**config.mk**
```make
export PLATFORM = sky130hd
export DESIGN_NAME = alu_ctrl_seq
export DESIGN_NICKNAME = d
export VERILOG_FILES = /design/src/rtl/alu_ctrl_seq.sv
export SDC_FILE = /design/constraint.sdc
export NUM_CORES = 1
export LEC_CHECK = 0
export CAP_MARGIN = 5
export CORE_MARGIN = 2
export CORE_UTILIZATION = 32
export DETAILED_ROUTE_END_ITERATION = 16
export GPL_ROUTABILITY_DRIVEN = 0
export SYNTH_ARGS = -nofsm -noshare
export SYNTH_HDL_FRONTEND = slang
export SYNTH_SLANG_ARGS = --single-unit
```
**constraint.sdc**
```tcl
create_clock -name clock -period 3.3 [get_ports clock]
set_clock_uncertainty 0.2 [all_clocks]
set_input_delay 0.33 -clock clock [delete_from_list [all_inputs] [get_ports clock]]
set_output_delay 0.33 -clock clock [all_outputs]
set_load 0.05 [all_outputs]
```
**src/rtl/alu_ctrl_seq.sv**
```systemverilog
// rtl/alu_ctrl_seq.sv - registered ALU-control sequencer with op-latency hold and issue handshake
module alu_ctrl_seq #(
  parameter int OPW      = 6,
  parameter int CTRLW    = 4,
  parameter int MULT_CYC = 4,
  parameter int DIV_CYC  = 8
) (
  input  logic             clock,
  input  logic             reset,
  input  logic [OPW-1:0]   nfuncao,
  input  logic             onOP,
  output logic             op_ready,
  input  logic             flush,
  output logic [CTRLW-1:0] controle,
  output logic             ctrl_valid,
  output logic             busy,
  output logic             done,
  output logic             illegal
);

  localparam int MAXC = (MULT_CYC > DIV_CYC) ? MULT_CYC : DIV_CYC;
  localparam int CNTW = $clog2(MAXC) + 1;

  typedef enum logic {IDLE = 1'b0, ACTIVE = 1'b1} state_t;

  state_t            state, state_nx;
  logic [CNTW-1:0]   cnt, cnt_nx;
  logic [CTRLW-1:0]  ctrl_q, ctrl_nx;
  logic              ill_q, ill_nx;

  logic [CTRLW-1:0]  dec_ctrl;
  logic [CNTW-1:0]   dec_lat;
  logic              dec_legal;
  logic              last, accept;

  // dec_lat is the hold length minus one, i.e. the value cnt is loaded with
  always_comb begin
    dec_ctrl  = '0;
    dec_lat   = '0;
    dec_legal = 1'b1;
    case (nfuncao)
      OPW'(8'h00), OPW'(8'h02),
      OPW'(8'h07), OPW'(8'h08): dec_ctrl = CTRLW'(4'h0);
      OPW'(8'h01), OPW'(8'h03): dec_ctrl = CTRLW'(4'h1);
      OPW'(8'h04):              dec_ctrl = CTRLW'(4'h2);
      OPW'(8'h05):              dec_ctrl = CTRLW'(4'h3);
      OPW'(8'h06):              dec_ctrl = CTRLW'(4'h4);
      OPW'(8'h0B):              dec_ctrl = CTRLW'(4'h5);
      OPW'(8'h0C):              dec_ctrl = CTRLW'(4'h6);
      OPW'(8'h0F):              dec_ctrl = CTRLW'(4'h7);
      OPW'(8'h10):              dec_ctrl = CTRLW'(4'h8);
      OPW'(8'h11):              dec_ctrl = CTRLW'(4'h9);
      OPW'(8'h12):              dec_ctrl = CTRLW'(4'hA);
      OPW'(8'h13):              dec_ctrl = CTRLW'(4'hB);
      OPW'(8'h18), OPW'(8'h19): begin
        dec_ctrl = CTRLW'(4'hC);
        dec_lat  = CNTW'(MULT_CYC - 1);
      end
      OPW'(8'h1B): begin
        dec_ctrl = CTRLW'(4'hD);
        dec_lat  = CNTW'(DIV_CYC - 1);
      end
      default: dec_legal = 1'b0;
    endcase
  end

  assign last   = (state == ACTIVE) && (cnt == '0);
  assign accept = onOP & op_ready & ~flush;

  always_ff @(posedge clock) begin
    if (!reset) begin
      state  <= IDLE;
      cnt    <= '0;
      ctrl_q <= '0;
      ill_q  <= 1'b0;
    end else begin
      state  <= state_nx;
      cnt    <= cnt_nx;
      ctrl_q <= ctrl_nx;
      ill_q  <= ill_nx;
    end
  end

  // Flush beats accept; an illegal code still takes one ACTIVE cycle with a zero word
  always_comb begin
    state_nx = IDLE;
    cnt_nx   = '0;
    ctrl_nx  = '0;
    ill_nx   = 1'b0;
    if (flush) begin
      state_nx = IDLE;
    end else if (accept) begin
      state_nx = ACTIVE;
      cnt_nx   = dec_lat;
      ctrl_nx  = dec_legal ? dec_ctrl : '0;
      ill_nx   = ~dec_legal;
    end else if (state == ACTIVE && cnt != '0) begin
      state_nx = ACTIVE;
      cnt_nx   = cnt - CNTW'(1);
      ctrl_nx  = ctrl_q;
      ill_nx   = ill_q;
    end
  end

  // Completion pulses are suppressed when the op is being aborted this cycle
  always_comb begin
    op_ready   = (state == IDLE) | last;
    ctrl_valid = (state == ACTIVE);
    controle   = ctrl_valid ? ctrl_q : '0;
    busy       = (state == ACTIVE) && (cnt != '0);
    done       = last & ~flush & reset;
    illegal    = last & ill_q & ~flush & reset;
  end

endmodule

```
==> impl_metrics.csv <==
group,metric,value,unit
drt,drc,0,
place,post-dp-hpwl,1.167,mm
yosys,ys_ff_latch,10,
pwr,p_per_area,325.1,nW/um^2
setup_path,crit_start,"cnt[0]$_SDFF_PP0_",
sta,rsz0062_at_grt,"no",
clocking,htreeDepth,1,
clocking,cts_tree,"built",
setup_path,reg2reg_depth,6,
clocking,cts.path.max_buffers,2,
pwr,max-vdd-ir-drop,0.1280,mV
sta,tightest_slew,0.5189,ns
global_routing,grt_max_degree,12,
clocking,path_clk_slew,0.07,ns
global_routing,grt-busiest-layer,"met2",
sta,hold_ws,0.2647,ns
clocking,ctsHoldBuffers,0,
layout,post-route-util,48.14,%
layout,layout.nets,110,
setup_path,rrSetupSlack,1.45,ns
sta,fmax,345.5,MHz
setup_path,path_class,"reg -> out",
floorplan,rows,15,
global_routing,met1_usage,19.51,%
place,numPortBuffers,18,
job,maxCapViolations,0,
global_routing,use_met3,2.222,%
sta,hold_viol,0,
global_routing,antenna_found_initial,0,
setup_path,regToRegStartpoint,"cnt[0]$_SDFF_PP0_",
layout,layout_commonest_cell,"clkdlybuf4s50_1",
global_routing,grt-ovfl-total,0,
setup_path,crit_path_end_kind,"primary output",
floorplan,start_util,34.95,%
setup_path,worstPathMaxFanout,5,
layout,drive_gt1_share,7.143,%
setup_path,start_kind,"register",
yosys,synth_seq_area_share,32.13,%
yosys,synth_area,623.1,um^2
floorplan,io-pin-count,19,
global_routing,met2_usage,22.93,%
clocking,cts_root_buf,"clkbuf_4",
yosys,synth_cell_types,32,
floorplan,coreArea,1783,um^2
sta,max-slew-margin-rel,65.30,%
drt,wire_per_inst,12.03,um
sta,post-route-period-util,87.70,%
floorplan,die_h,48.13,um
drt,vias_per_cell,5.138,
sta,period_needed,2.894,ns
setup_path,reg2reg_to,"cnt[0]$_SDFF_PP0_",
clocking,cts_resized,0,
clocking,clock_sinks,10,
layout,layout-area-overhead-vs-synth,37.75,%
setup_path,worstPathArrival,2.36,ns
outcome,outcome,"finished clean",
sta,setup_viol,0,
yosys,syn_avg_cell_area,7.887,um^2
floorplan,fp.dieW,48.13,um
drt,vias,632,
global_routing,grt_pass1_wl,2.332,mm
clocking,cts-buffers-inserted,3,
drt,ant_nets,0,
sta,finalMaxSlewViolations,0,
hold_path,hp-class,"reg -> reg",
yosys,ys.warnings.count,0,
global_routing,grt_pass1_vias,538,
yosys,synth_nets,90,
layout,layout_common_cells,"18 x clkdlybuf4s50_1, 10 x nand2_1, 10 x dfxtp_1",
clocking,clk_latency,0.27,ns
pwr,finalPower,0.2790,mW
global_routing,track_usage,15.20,%
yosys,syn_inst,79,
pwr,leakagePower,0.3170,nW
sta,fin_setup_tns,0,ns
drt,wl,1.480,mm
setup_path,crit_end,"illegal",
layout,fill_cells,177,
drt,first_pass_iters,4,
setup_path,critPathRequiredTime,2.77,ns
layout,diodes,0,
floorplan,die_area,2316,um^2
clocking,post-cts-setup-buffers,0,
drt,first_iter_violations,11,
[logic make-up (layout without fill, tap and decap cells)]
logic type | count (synthesis) | in the layout | synth area share (%)
and+or+nand+nor | 40 | 40 | 35.14
AOI/OAI and AO/OA | 20 | 20 | 23.90
DFF | 10 | 10 | 32.13
buffers and inverters | 6 | 25 | 3.815
adders and majority gates | 1 | 1 | 2.008
xor gates and xnor gates | 1 | 1 | 1.406
muxes | 1 | 1 | 1.606
[layout make-up]
| class | instances | area (um^2) | share of cell area, % |
|---|---|---|---|
| tap | 25 | 31.28 | 3.644 |
| multi-input combinational | 63 | 399.1 | 46.50 |
| inverter | 3 | 11.26 | 1.312 |
| clock buffer | 4 | 36.28 | 4.227 |
| timing repair buffer | 18 | 180.2 | 20.99 |
| sequential | 10 | 200.2 | 23.32 |
[layer usage]
layer / part of all wire [%] / wire [um] / up-vias
met1: 48 / 703 / 294
met5: 0 / 0 / -
met2: 47 / 700 / 11
met4: 3.0 / 44 / 0
met3: 2.2 / 32 / 4
li1: - / - / 323
[worst min-delay path by stage]
stage | endpoint | startpoint | cells after the start
global route | ctrl_q[3]$_SDFFE_PP0P_ | ctrl_q[3]$_SDFFE_PP0P_ | 1
CTS | ill_q$_SDFFE_PP0P_ | ill_q$_SDFFE_PP0P_ | 2
detailed placement | ill_q$_SDFFE_PP0P_ | ill_q$_SDFFE_PP0P_ | 2
finish | ill_q$_SDFFE_PP0P_ | ill_q$_SDFFE_PP0P_ | 2
global placement | ctrl_q[3]$_SDFFE_PP0P_ | ctrl_q[3]$_SDFFE_PP0P_ | 1
floorplan | ctrl_q[3]$_SDFFE_PP0P_ | ctrl_q[3]$_SDFFE_PP0P_ | 1
[report_power, final]
group          switching, mW  internal, mW  leakage, nW
Clock                 0.0442        0.0670       0.0210
Sequential           0.00182         0.122       0.0809
Combinational         0.0228        0.0209        0.215
[critical path, stage by stage, from the launching register on]
cell and delay, ns:
dfxtp_1 0.32, inv_1 0.06, ha_1 0.16, or3b_4 0.43
nor2_1 0.16, and2_1 0.15, clkdlybuf4s50_1 0.82
[metrics by stage]
stage | cells | worst slack (ns) | area (um^2)
floorplan | 79 | 0.6084 | 623.1
global placement | 119 | 0.5432 | 822.0
detailed placement | 119 | 0.4645 | 822.0
CTS | 123 | 0.3850 | 858.3
global route | 123 | 0.3062 | 858.3
finish | 123 | 0.4059 | 858.3
[cells in the mapped netlist]
| library cell | count | area [um^2] |
|---|---|---|
| and2_1 | 5 | 31.28 |
| nand4_1 | 3 | 18.77 |
| or3b_4 | 1 | 11.26 |
| mux2i_1 | 1 | 10.01 |
| buf_2 | 1 | 5.000 |
| and2b_2 | 1 | 8.760 |
| a21oi_1 | 2 | 10.01 |
| a211oi_4 | 1 | 20.02 |
| or2b_1 | 1 | 7.510 |
| nor2b_1 | 3 | 18.77 |
| or3_1 | 1 | 6.260 |
| a221oi_1 | 1 | 8.760 |
| clkbuf_1 | 2 | 7.510 |
| nor3_1 | 1 | 5.000 |
| o211ai_1 | 1 | 7.510 |
| ha_1 | 1 | 12.51 |
| nand2b_1 | 6 | 37.54 |
| nand2_1 | 10 | 37.54 |
| a22o_1 | 1 | 8.760 |
| nand3_1 | 2 | 10.01 |
| a21o_1 | 1 | 7.510 |
| nor2_1 | 5 | 18.77 |
| a32o_1 | 2 | 20.02 |
| o221ai_1 | 1 | 8.760 |
| o21a_1 | 1 | 7.510 |
| inv_1 | 3 | 11.26 |
| o31ai_1 | 1 | 7.510 |
| xnor2_1 | 1 | 8.760 |
| o22ai_1 | 2 | 12.51 |
| dfxtp_1 | 10 | 200.2 |
| nor3b_1 | 1 | 7.510 |
| o21ai_0 | 6 | 30.03 |
[state kept, by name (all words and copies together), names as in the netlist]
signal and flops:
cnt 4, ctrl_q 4, ctrl_valid 1, ill_q 1
(Power assumes the default switching activity.)
